**src/rtl/sbus_arbiter.sv**
```systemverilog
// Two-requester sbus arbiter: dbus has priority, a starvation counter bounds ibus wait,
// and an owner lock holds mbus for the full duration of a stalled access.
module sbus_arbiter #(
  parameter int STARVE_LIMIT = 4,
  parameter int CNT_W        = 3
) (
  input  logic             clk,
  input  logic             rst_n,
  // fetch requester
  input  logic             i_ibus_en,
  input  logic             i_ibus_we,
  input  logic [1:0]       i_ibus_size,
  input  logic [31:0]      i_ibus_addr,
  input  logic [31:0]      i_ibus_data_w,
  output logic [31:0]      o_ibus_data_r,
  output logic             o_ibus_stall,
  // data requester
  input  logic             i_dbus_en,
  input  logic             i_dbus_we,
  input  logic [1:0]       i_dbus_size,
  input  logic [31:0]      i_dbus_addr,
  input  logic [31:0]      i_dbus_data_w,
  output logic [31:0]      o_dbus_data_r,
  output logic             o_dbus_stall,
  // shared memory port
  output logic             o_mbus_en,
  output logic             o_mbus_we,
  output logic [1:0]       o_mbus_size,
  output logic [31:0]      o_mbus_addr,
  output logic [31:0]      o_mbus_data_w,
  input  logic [31:0]      i_mbus_data_r,
  input  logic             i_mbus_stall,
  // observation: 0 = idle, 1 = ibus owns, 2 = dbus owns
  output logic [1:0]       o_owner,
  output logic [CNT_W-1:0] o_starve_cnt
);

  typedef enum logic [1:0] {IDLE = 2'd0, OWN_I = 2'd1, OWN_D = 2'd2} state_t;
  typedef enum logic [1:0] {SEL_NONE = 2'd0, SEL_I = 2'd1, SEL_D = 2'd2} sel_t;

  localparam logic [CNT_W-1:0] LIMIT = CNT_W'(STARVE_LIMIT);

  state_t           r_state;
  state_t           w_state_nxt;
  logic [CNT_W-1:0] r_starve_cnt;
  logic [CNT_W-1:0] w_starve_nxt;
  sel_t             w_sel;
  logic             w_starved;

  assign w_starved = i_ibus_en && (r_starve_cnt >= LIMIT);

  // Selection is gated by rst_n so mbus.en drops asynchronously with reset.
  always_comb begin
    w_sel = SEL_NONE;
    if (rst_n) begin
      case (r_state)
        IDLE: begin
          if (i_dbus_en && !w_starved) w_sel = SEL_D;
          else if (i_ibus_en)          w_sel = SEL_I;
        end
        OWN_I:   if (i_ibus_en) w_sel = SEL_I;
        OWN_D:   if (i_dbus_en) w_sel = SEL_D;
        default: w_sel = SEL_NONE;
      endcase
    end
  end

  always_comb begin
    o_mbus_en     = 1'b0;
    o_mbus_we     = 1'b0;
    o_mbus_size   = 2'd0;
    o_mbus_addr   = 32'h0;
    o_mbus_data_w = 32'h0;
    o_ibus_data_r = 32'h0;
    o_dbus_data_r = 32'h0;
    o_ibus_stall  = i_ibus_en;
    o_dbus_stall  = i_dbus_en;
    case (w_sel)
      SEL_I: begin
        o_mbus_en     = 1'b1;
        o_mbus_we     = i_ibus_we;
        o_mbus_size   = i_ibus_size;
        o_mbus_addr   = i_ibus_addr;
        o_mbus_data_w = i_ibus_data_w;
        o_ibus_data_r = i_mbus_data_r;
        o_ibus_stall  = i_mbus_stall;
      end
      SEL_D: begin
        o_mbus_en     = 1'b1;
        o_mbus_we     = i_dbus_we;
        o_mbus_size   = i_dbus_size;
        o_mbus_addr   = i_dbus_addr;
        o_mbus_data_w = i_dbus_data_w;
        o_dbus_data_r = i_mbus_data_r;
        o_dbus_stall  = i_mbus_stall;
      end
      default: ;
    endcase
  end

  always_comb begin
    w_state_nxt = r_state;
    case (r_state)
      IDLE: begin
        if (w_sel == SEL_I && i_mbus_stall)      w_state_nxt = OWN_I;
        else if (w_sel == SEL_D && i_mbus_stall) w_state_nxt = OWN_D;
      end
      // A dropped en while owning is a protocol violation; release the lock.
      OWN_I:   if (!i_ibus_en || !i_mbus_stall) w_state_nxt = IDLE;
      OWN_D:   if (!i_dbus_en || !i_mbus_stall) w_state_nxt = IDLE;
      default: w_state_nxt = IDLE;
    endcase
  end

  always_comb begin
    w_starve_nxt = r_starve_cnt;
    if (!i_ibus_en) begin
      w_starve_nxt = '0;
    end else if (w_sel == SEL_I) begin
      if (!i_mbus_stall) w_starve_nxt = '0;
    end else if (r_starve_cnt < LIMIT) begin
      w_starve_nxt = r_starve_cnt + CNT_W'(1);
    end
  end

  always_ff @(posedge clk or negedge rst_n) begin
    if (!rst_n) begin
      r_state      <= IDLE;
      r_starve_cnt <= '0;
    end else begin
      r_state      <= w_state_nxt;
      r_starve_cnt <= w_starve_nxt;
    end
  end

  assign o_owner      = r_state;
  assign o_starve_cnt = r_starve_cnt;

endmodule

```
**config.mk**
```make
export PLATFORM = sky130hd
export DESIGN_NAME = sbus_arbiter
export DESIGN_NICKNAME = d
export VERILOG_FILES = /design/src/rtl/sbus_arbiter.sv
export SDC_FILE = /design/constraint.sdc
export NUM_CORES = 1
export LEC_CHECK = 0
export CAP_MARGIN = 40
export CORE_AREA = 4 4 119 121
export DETAILED_ROUTE_END_ITERATION = 16
export DIE_AREA = 0 0 123 125
export PLACE_DENSITY = 0.55
export SLEW_MARGIN = 25
export SYNTH_ARGS = -nofsm -noshare
export SYNTH_HDL_FRONTEND = slang
export SYNTH_SLANG_ARGS = --single-unit
```
**constraint.sdc**
```tcl
create_clock -name clk -period 2 [get_ports clk]
set_clock_uncertainty 0.1 [all_clocks]
set_input_delay 0.4 -clock clk [delete_from_list [all_inputs] [get_ports clk]]
set_output_delay 0.4 -clock clk [all_outputs]
set_load 0.05 [all_outputs]
```
### After elaboration in Yosys (flattened, before gate mapping)

Index checks and enable logic that the tools add are counted.

| storage, ports and cells | value |
|---|---|
| flip-flop bits (word level) | 5 |
| input port bits | 171 |

| operators by class | value |
|---|---|
| reduce and logical (&&, ||, !) cells | 14 |
| eq/ne operators | 9 |
| add/subtract/negate cells | 1 |
| $lt $le $gt $ge | 2 |
| multiplexer cells | 23 |

Operators by type and width:

| operator | number |
|---|---|
| case mux 32 bit (2 select lines) | 2 |
| two-way mux 32 bit | 2 |
| two-way mux 2 bit | 7 |
| two-way mux 3 bit | 4 |
| case mux 2 bit (3 select lines) | 2 |
| inequality test 3 bit, second input constant | 2 |
| equality test 2 x 1 -> 1 bit, second input constant | 2 |
| equality test 2 bit, second input constant | 2 |
| logical AND 1 bit | 4 |
| logical NOT 1 bit | 4 |
| two-way mux 1 bit | 4 |
| inequality test 2 bit, second input constant | 2 |
| case mux 2 bit (2 select lines) | 1 |
| adder 3 x 1 -> 3 bit, second input constant | 1 |
| >= comparator 3 bit, second input constant | 1 |
| < comparator 3 bit, second input constant | 1 |
| inequality test 3 x 1 -> 1 bit, second input constant | 1 |
| AND reduction 3 bit | 1 |
| logical NOT 2 bit | 1 |
| logical OR 1 bit | 2 |
| case mux 1 bit (2 select lines) | 1 |
| AND reduction 2 bit | 1 |
| OR reduction 2 bit | 1 |

### Depth between registers and ports, before layout

Gate-level depths: netlist of the first run.

| logic depth | value |
|---|---|
| word-level depth | 12 |
| depth in mapped cells | 8 |
| depth with buffers taken out | 7 |

### Worst setup path before layout of the first run

Ideal clock, no wire load.

| path | value |
|---|---|
| kind | reg-to-output |
| from | register r_state[1], in the netlist o_owner[1] |
| to | output port o_mbus_data_w[12] |
| buffers on the path | 3 |
| data arrival time | 2.448 ns |
| data required time | 1.500 ns |
| stages on the path, launching flop included | 9 |
| path slack | -0.948 ns |
| cells stage by stage | dfrtp_1 -> nor2b_1 -> nand2_1 -> and3_1 -> ha_1 -> buf_2 -> buf_2 -> buf_2 -> nor2_1 |

| on the way | value |
|---|---|
| longest elaborated chain between the ends | 5 |

Ends and longest elaborated chain:

| element | RTL line | source |
|---|---|---|
| start, declared | 43 | `state_t r_state;` |
| start signal, assigned | 131 | `r_state <= w_state_nxt;` |
| equality test 2 bit, or another cell as far along | 56 | `case (r_state)` |
| case mux 2 bit (3 select lines) (*) | 56 |  |
| two-way mux 2 bit (*) | 55 | `if (rst_n) begin` |
| equality test 2 bit or equality test 2 x 1 -> 1 bit (tied branches) | 78 | `case (w_sel)` |
| case mux 32 bit (2 select lines) (*) | 78 |  |
| end, declared | 30 | `output logic [31:0] o_mbus_data_w,` |

Mark *: on every way between the ends. The rest lies on a longest branch, timed or not.

### Worst setup path after layout of the first run

| path | value |
|---|---|
| from | register r_state[1], in the netlist o_owner[1] |
| to | output port o_ibus_data_r[9] |

| on the way | value |
|---|---|
| longest elaborated chain between the ends | 5 |

Ends and longest elaborated chain:

| element | RTL line | source |
|---|---|---|
| equality test 2 bit, or another cell as far along | 56 |  |
| case mux 2 bit (3 select lines) (*) | 56 |  |
| two-way mux 2 bit (*) | 55 |  |
| equality test 2 x 1 -> 1 bit (*) | 78 |  |
| two-way mux 32 bit (*) | 78 |  |
| end, declared | 15 | `output logic [31:0] o_ibus_data_r,` |

Marks and branches as above.

==> results_dict.tcl, run 1 <==
set metrics [dict create \
    fin_crit_ns 2.52 \
    viasPerCell 4.43 \
    yosys_register_bits 5 \
    wire_per_inst_um 21.2 \
    grt_max_degree 23 \
    portBuffers 309 \
    antenna-diode-count 0 \
    cp-start-kind "register" \
    grt_use_total_pct 19.8 \
    dieArea_um2 15400 \
    drc_errors 0 \
    dp_slack_ns -0.817 \
    firstDrtPassIters 4 \
    peakVddDrop_v 0.000421 \
    synth_top_area_share_pct 29.2 \
    power_w 0.00275 \
    drt_iter0_markers 68 \
    dieHeight_um 125 \
    worstMarginPinSlew_ns 0.250 \
    rows 42 \
    final_cell_mix "clkdlybuf4s50_1 (167), buf_12 (154), a22oi_2 (67), nor2_4 (67), and2_4 (64)" \
    status "complete, but fails checks" \
    tritoncts "built" \
    cp_max_fo 5 \
    ios 310 \
    ctsHoldBuffers 0 \
    synthDistinctLibCells 27 \
    fill_cells 974 \
    core_um2 13100 \
    antenna_found_initial 2 \
    syn_nets 439 \
    cts.sinks 5 \
    drive_gt1_share_pct 69.5 \
    powerDensity_nw_per_um2 328 \
    setup_ws_ns -0.515 \
    critPathKind "reg2out" \
    max_clock_freq_mhz 398 \
    cts_htree_levels 1 \
    fin_setup_tns_ns -58.69 \
    synth_area_um2 1720 \
    critPathRequiredTime_ns 1.50 \
    clk_pin_slew_worst_paths_ns 0.03 \
    via_count 3471 \
    ant_nets 0 \
    grt-ovfl-total 0 \
    routed_wl_um 16600 \
    root_buffer "clkbuf_16" \
    relSlewSlack_pct 83.3 \
    min_period_over_period_pct 126 \
    grt_first_pass_wirelength_um 23300 \
    place_inst 746 \
    ys_warn_count 0 \
    yosys.area.top_type "a22oi_1" \
    layout_commonest_cell "clkdlybuf4s50_1" \
    crit_arrival_ns 2.02 \
    hold_path_class "in2async" \
    worstSetupEndpointType "output port" \
    fin_nets 782 \
    die_w_um 123 \
    seq_area_frac_synth_pct 7.27 \
    drv_cap 0 \
    clock_latency_ns 0.23 \
    slew_viol_final 0 \
    syn_avg_cell_area_um2 6.49 \
    setup_violations 135 \
    layout.cells.non_filler 783 \
    syn_inst 265 \
    power.static_leakage_nw 3.01 \
    area_growth_pct 388 \
    gp_congestion 0.814 \
    grt_pass1_vias 3733 \
    finalHoldViolCount 0 \
    violations "negative setup slack" \
    hpwl_um 12100 \
    initial_core_util_pct 13.1 \
    cts_made_buffers 3 \
    synth.area.top_cells "a22oi_1 (29%), and2_1 (23%), nor2_1 (15%)" \
    rsz0062_at_grt "yes" \
    post-route-util_pct 64.1 \
    cts_buffer_depth 2 \
]
-- final cells by class --
| class | count | area, um2 | area share (%) |
|---|---|---|---|
| Clock buffer | 4 | 78.8 | 0.940 |
| Inverter | 3 | 17.5 | 0.209 |
| Multi-Input combinational cell | 227 | 2460 | 29.3 |
| Sequential cell | 5 | 129 | 1.54 |
| Tap cell | 176 | 220 | 2.63 |
| Timing Repair Buffer | 368 | 5490 | 65.4 |
-- Yosys cell counts --
cell type / instances
a22oi_1: 67
nor2_1: 67
and2_1: 64
buf_2: 12
clkbuf_1: 10
buf_8: 7
nand2_1: 6
dfrtp_1: 5
ha_1: 3
inv_1: 3
a21oi_1: 2
nor2b_1: 2
nor3b_2: 2
o21ai_0: 2
a21boi_0: 1
a21o_1: 1
a31o_1: 1
and3_1: 1
and4_2: 1
buf_6: 1
mux2_2: 1
mux2i_1: 1
nand3_1: 1
nand4_1: 1
nor3b_1: 1
o21ai_2: 1
xor2_1: 1
-- flip-flops by register name, indices dropped and copies added (netlist names) --
signal        count
o_owner           2
o_starve_cnt      3
-- per-layer routing --
metal | GRT usage [%] | vias to the layer above | routed length (um)
li1 | - | 1620 | -
met1 | 21.3 | 1678 | 5830
met2 | 39.4 | 151 | 9350
met3 | 4.29 | 18 | 1210
met4 | 3.00 | 4 | 170
met5 | 0 | - | 40
-- power by group --
| group | leakage (nW) | internal (W) | switching, W |
|---|---|---|---|
| clock | 0.0382 | 0.000264 | 0.0000660 |
| sequential | 0.0622 | 0.000114 | 0.0000123 |
| combinational | 2.91 | 0.00120 | 0.00110 |
-- stage by stage --
| stage | instance area (um2) | hold WS [ns] |
|---|---|---|
| after floorplan | 2550 | 0.00441 |
| after global placement | 7240 | 0.429 |
| after detailed placement | 7240 | 0.442 |
| after CTS | 8360 | 0.223 |
| after global routing | 8390 | 0.288 |
| final | 8390 | 0.244 |
-- final timing paths --
path	cells after the start	slack (ns)	to	from
min in group clk	1	0.46	o_starve_cnt[1]$_DFFE_PN0P_	o_starve_cnt[1]$_DFFE_PN0P_
setup reg to reg	10	-0.07	o_starve_cnt[1]$_DFFE_PN0P_	o_owner[1]$_DFFE_PN0P_
hold reg to reg	1	0.46	o_starve_cnt[1]$_DFFE_PN0P_	o_starve_cnt[1]$_DFFE_PN0P_
max in group asynchronous	2	1.43	o_starve_cnt[2]$_DFFE_PN0P_	rst_n
setup / recovery	10	-0.52	o_ibus_data_r[9]	o_owner[1]$_DFFE_PN0P_
hold / removal	2	0.24	o_owner[0]$_DFFE_PN0P_	rst_n
-- logic make-up (layout without fill, tap and decap cells) --
family | count (synthesis) | count (layout) | synth area share (%)
XOR/XNOR | 1 | 1 | 0.509
buffers and inverters | 33 | 375 | 13.1
multiplexers | 2 | 2 | 1.24
flip-flops | 5 | 5 | 7.27
AO/OA/AOI/OAI | 75 | 75 | 32.3
adder cells (fa/ha/maj) | 3 | 3 | 2.18
AND/OR/NAND/NOR | 146 | 146 | 43.4
-- critical path, stage by stage, from the launching register on --
cell and delay (ns):
dfrtp_2 0.41, nor2b_4 0.13, nand2_2 0.07, buf_6 0.12, a21oi_4 0.12, ha_4 0.22
buf_12 0.16, buf_12 0.13, clkbuf_16 0.14, and2_4 0.14, buf_12 0.13
-- repair_timing --
action / in CTS / in global routing
endpoints found under the hold margin: 0 / 0
pin swaps: 37 / 43
setup buffers: 17 / 2
endpoints found under the setup margin: 139 / 139
gates cloned: 14 / 6
resized for setup: 106 / 11
(Power assumes the default switching activity.)
==> run 2: changes to the inputs <==
--- a/config.mk
+++ b/config.mk
@@ -9,7 +9,7 @@
 export CORE_AREA = 4 4 119 121
 export DETAILED_ROUTE_END_ITERATION = 16
 export DIE_AREA = 0 0 123 125
-export PLACE_DENSITY = 0.55
+export PLACE_DENSITY = 0.59
 export SLEW_MARGIN = 25
 export SYNTH_ARGS = -nofsm -noshare
 export SYNTH_HDL_FRONTEND = slang
==> run 2 against run 1 <==
  * Design area shrank 4.3%
  * Cell count grew 0.38%
  * Highest routed layer is now met4
  * Critical endpoint is now o_mbus_data_w[14]
  * Total power shrank 2.7%
  * The run still ends with negative setup slack left
  * First-iteration DRC count grew 40%
  * Clock power grew 2%
  * Sequential share of layout area grew 0.070 points
  * Via count shrank 0.63%
  * Combinational power shrank 3%
==> results_dict.tcl, run 2 (synthesized netlist as in run 1, its figures left out) <==
set metrics [dict create \
    crit_arrival_ns 2.00 \
    largest_reg_flops 3 \
    ctsHoldBuffers 0 \
    grt-ovfl-total 0 \
    netSwitchingPower_w 0.00115 \
    swShare_pct 43.1 \
    max_clock_freq_mhz 400 \
    viasPerCell 4.39 \
    cts_htree_levels 1 \
    fin_nets 785 \
    slowest_delay_ns 0.41 \
    initial_core_util_pct 13.1 \
    place_inst 749 \
    grt_first_pass_wirelength_um 21600 \
    layout.cells.non_filler 786 \
    powerDensity_nw_per_um2 333 \
    power.static_leakage_nw 2.91 \
    antenna-diode-count 0 \
    dieArea_um2 15400 \
    rows 42 \
    combinationalPowerShare_pct 82.8 \
    crit_top_cell "buf_6" \
    path_cells "nor2b_4 -> nand2_2 -> a21o_1 -> ha_4 -> buf_6 -> clkbuf_16 -> a22oi_2 -> nor2_4 -> buf_6" \
    ios 310 \
    drv_cap 0 \
    via_count 3449 \
    peakVddDrop_v 0.000303 \
    wl_met1_um 5230 \
    drt_iter0_markers 95 \
    portBuffers 309 \
    final_cell_mix "clkdlybuf4s50_1 (167), buf_12 (120), a22oi_2 (67), nor2_4 (67), and2_4 (64)" \
    grt_pass1_vias 3689 \
    ant_nets 0 \
    cp-start-kind "register" \
    drive_gt1_share_pct 69.7 \
    antenna_found_initial 0 \
    root_buffer "clkbuf_16" \
    hpwl_um 11700 \
    dr_wl_met3_um 1210 \
    p_int_w 0.00152 \
    wire_per_inst_um 19.7 \
    rsz0062_at_grt "yes" \
    gp_congestion 0.774 \
    violations "negative setup slack" \
    worstSetupEndpointType "output port" \
    cts_made_buffers 3 \
    critPathKind "reg2out" \
    core_um2 13100 \
    cts.sinks 5 \
    wl_met2_um 8820 \
    clock_latency_ns 0.23 \
    cp_max_fo 6 \
    p_seq_share_pct 4.7 \
    grt_use_total_pct 18.0 \
    tritoncts "built" \
    routed_wl_um 15500 \
    setup_violations 135 \
    worstMarginPinSlew_ns 0.267 \
    placed_cell_area_um2 6800 \
    cp_slowest_cell "dfrtp_2" \
    area_growth_pct 366 \
    dieHeight_um 125 \
    clk_pin_slew_worst_paths_ns 0.03 \
    status "complete, but fails checks" \
    grt_max_degree 32 \
    drc_errors 0 \
    firstDrtPassIters 4 \
    finalHoldViolCount 0 \
    design_area_um2 8020 \
    setup_ws_ns -0.501 \
    die_w_um 123 \
    relSlewSlack_pct 82.2 \
    fin_setup_tns_ns -56.45 \
    critPathRequiredTime_ns 1.50 \
    hold_path_class "in2async" \
    cts_buffer_depth 2 \
    fin_crit_ns 2.50 \
    layout_commonest_cell "clkdlybuf4s50_1" \
    slew_viol_final 0 \
    clkPwrFrac_pct 12.5 \
    min_period_over_period_pct 125 \
    top_layer_used "met4" \
]
-- run 2: changes by cell type in the layout (fill, tap and decap cells not counted), sizes merged --
cell    delta
buf        +5
clkbuf     -2
-- run 2: power groups by stage --
stage	clock network [W]	registers (W)	logic [W]
finish	0.000336	0.000126	0.00221
global route	0.000353	0.000128	0.00230
CTS	0.000341	0.000125	0.00218
detailed placement	0	0.000126	0.00187
global placement	0	0.000125	0.00185
floorplan	0	0.000167	0.000938
-- run 2: stage by stage --
stage / utilization [%] / setup WS, ns / hold slack (ns) / power (W)
finish: 61.3 / -0.501 / 0.198 / 0.00267
global route: 61.3 / -0.586 / 0.233 / 0.00278
CTS: 59.9 / -0.488 / 0.180 / 0.00264
detailed placement: 52.0 / -0.810 / 0.433 / 0.00200
global placement: 52.0 / -0.788 / 0.435 / 0.00198
floorplan: - / -0.403 / 0.00441 / 0.00110
-- run 2: worst paths after layout --
path,endpoint,startpoint,cells past startpoint,slack (ns)
min in group clk,o_owner[1]$_DFFE_PN0P_,i_dbus_en,3,0.45
hold reg to reg,o_starve_cnt[1]$_DFFE_PN0P_,o_starve_cnt[1]$_DFFE_PN0P_,1,0.47
hold / removal,o_starve_cnt[0]$_DFFE_PN0P_,rst_n,2,0.20
max in group asynchronous,o_owner[1]$_DFFE_PN0P_,rst_n,2,1.48
setup / recovery,o_mbus_data_w[14],o_owner[1]$_DFFE_PN0P_,9,-0.50
setup reg to reg,o_starve_cnt[1]$_DFFE_PN0P_,o_owner[1]$_DFFE_PN0P_,10,-0.07
-- run 2: routing by layer --
layer,vias up,GRT usage (%)
met5,-,0
met4,0,3.65
met3,15,3.79
met2,181,36.5
met1,1627,18.5
li1,1626,-
-- run 2: what timing repair did --
item	4_1_cts	5_1_grt
gates resized for setup	129	22
gates cloned	8	5
setup endpoints to repair	139	138
pin swaps	25	43
setup buffers	18	4
-- run 2: layout make-up --
| cell class | count | area (um2) |
|---|---|---|
| well taps | 176 | 220 |
| repair buffers | 371 | 5130 |
| clock buffers | 4 | 78.8 |
| inverters | 3 | 15.0 |
| fillers | 1043 | 5060 |
| flip-flops and latches | 5 | 129 |
| multi-input cells | 227 | 2450 |
-- run 2: critical path, delay by kind of cell (launching register included) --
kind / cells / cell delay, ns
buffers and inverters: 3 / 0.47
and+or+nand+nor: 3 / 0.26
AOI/OAI and AO/OA: 2 / 0.41
adders and majority gates: 1 / 0.21
DFF: 1 / 0.41
==> run 3: changes to the inputs <==
--- a/config.mk
+++ b/config.mk
@@ -5,7 +5,6 @@
 export SDC_FILE = /design/constraint.sdc
 export NUM_CORES = 1
 export LEC_CHECK = 0
-export CAP_MARGIN = 40
 export CORE_AREA = 4 4 119 121
 export DETAILED_ROUTE_END_ITERATION = 16
 export DIE_AREA = 0 0 123 125
==> results of run 3 <==
Final layout, timing and power as in run 2 (identical DEF).
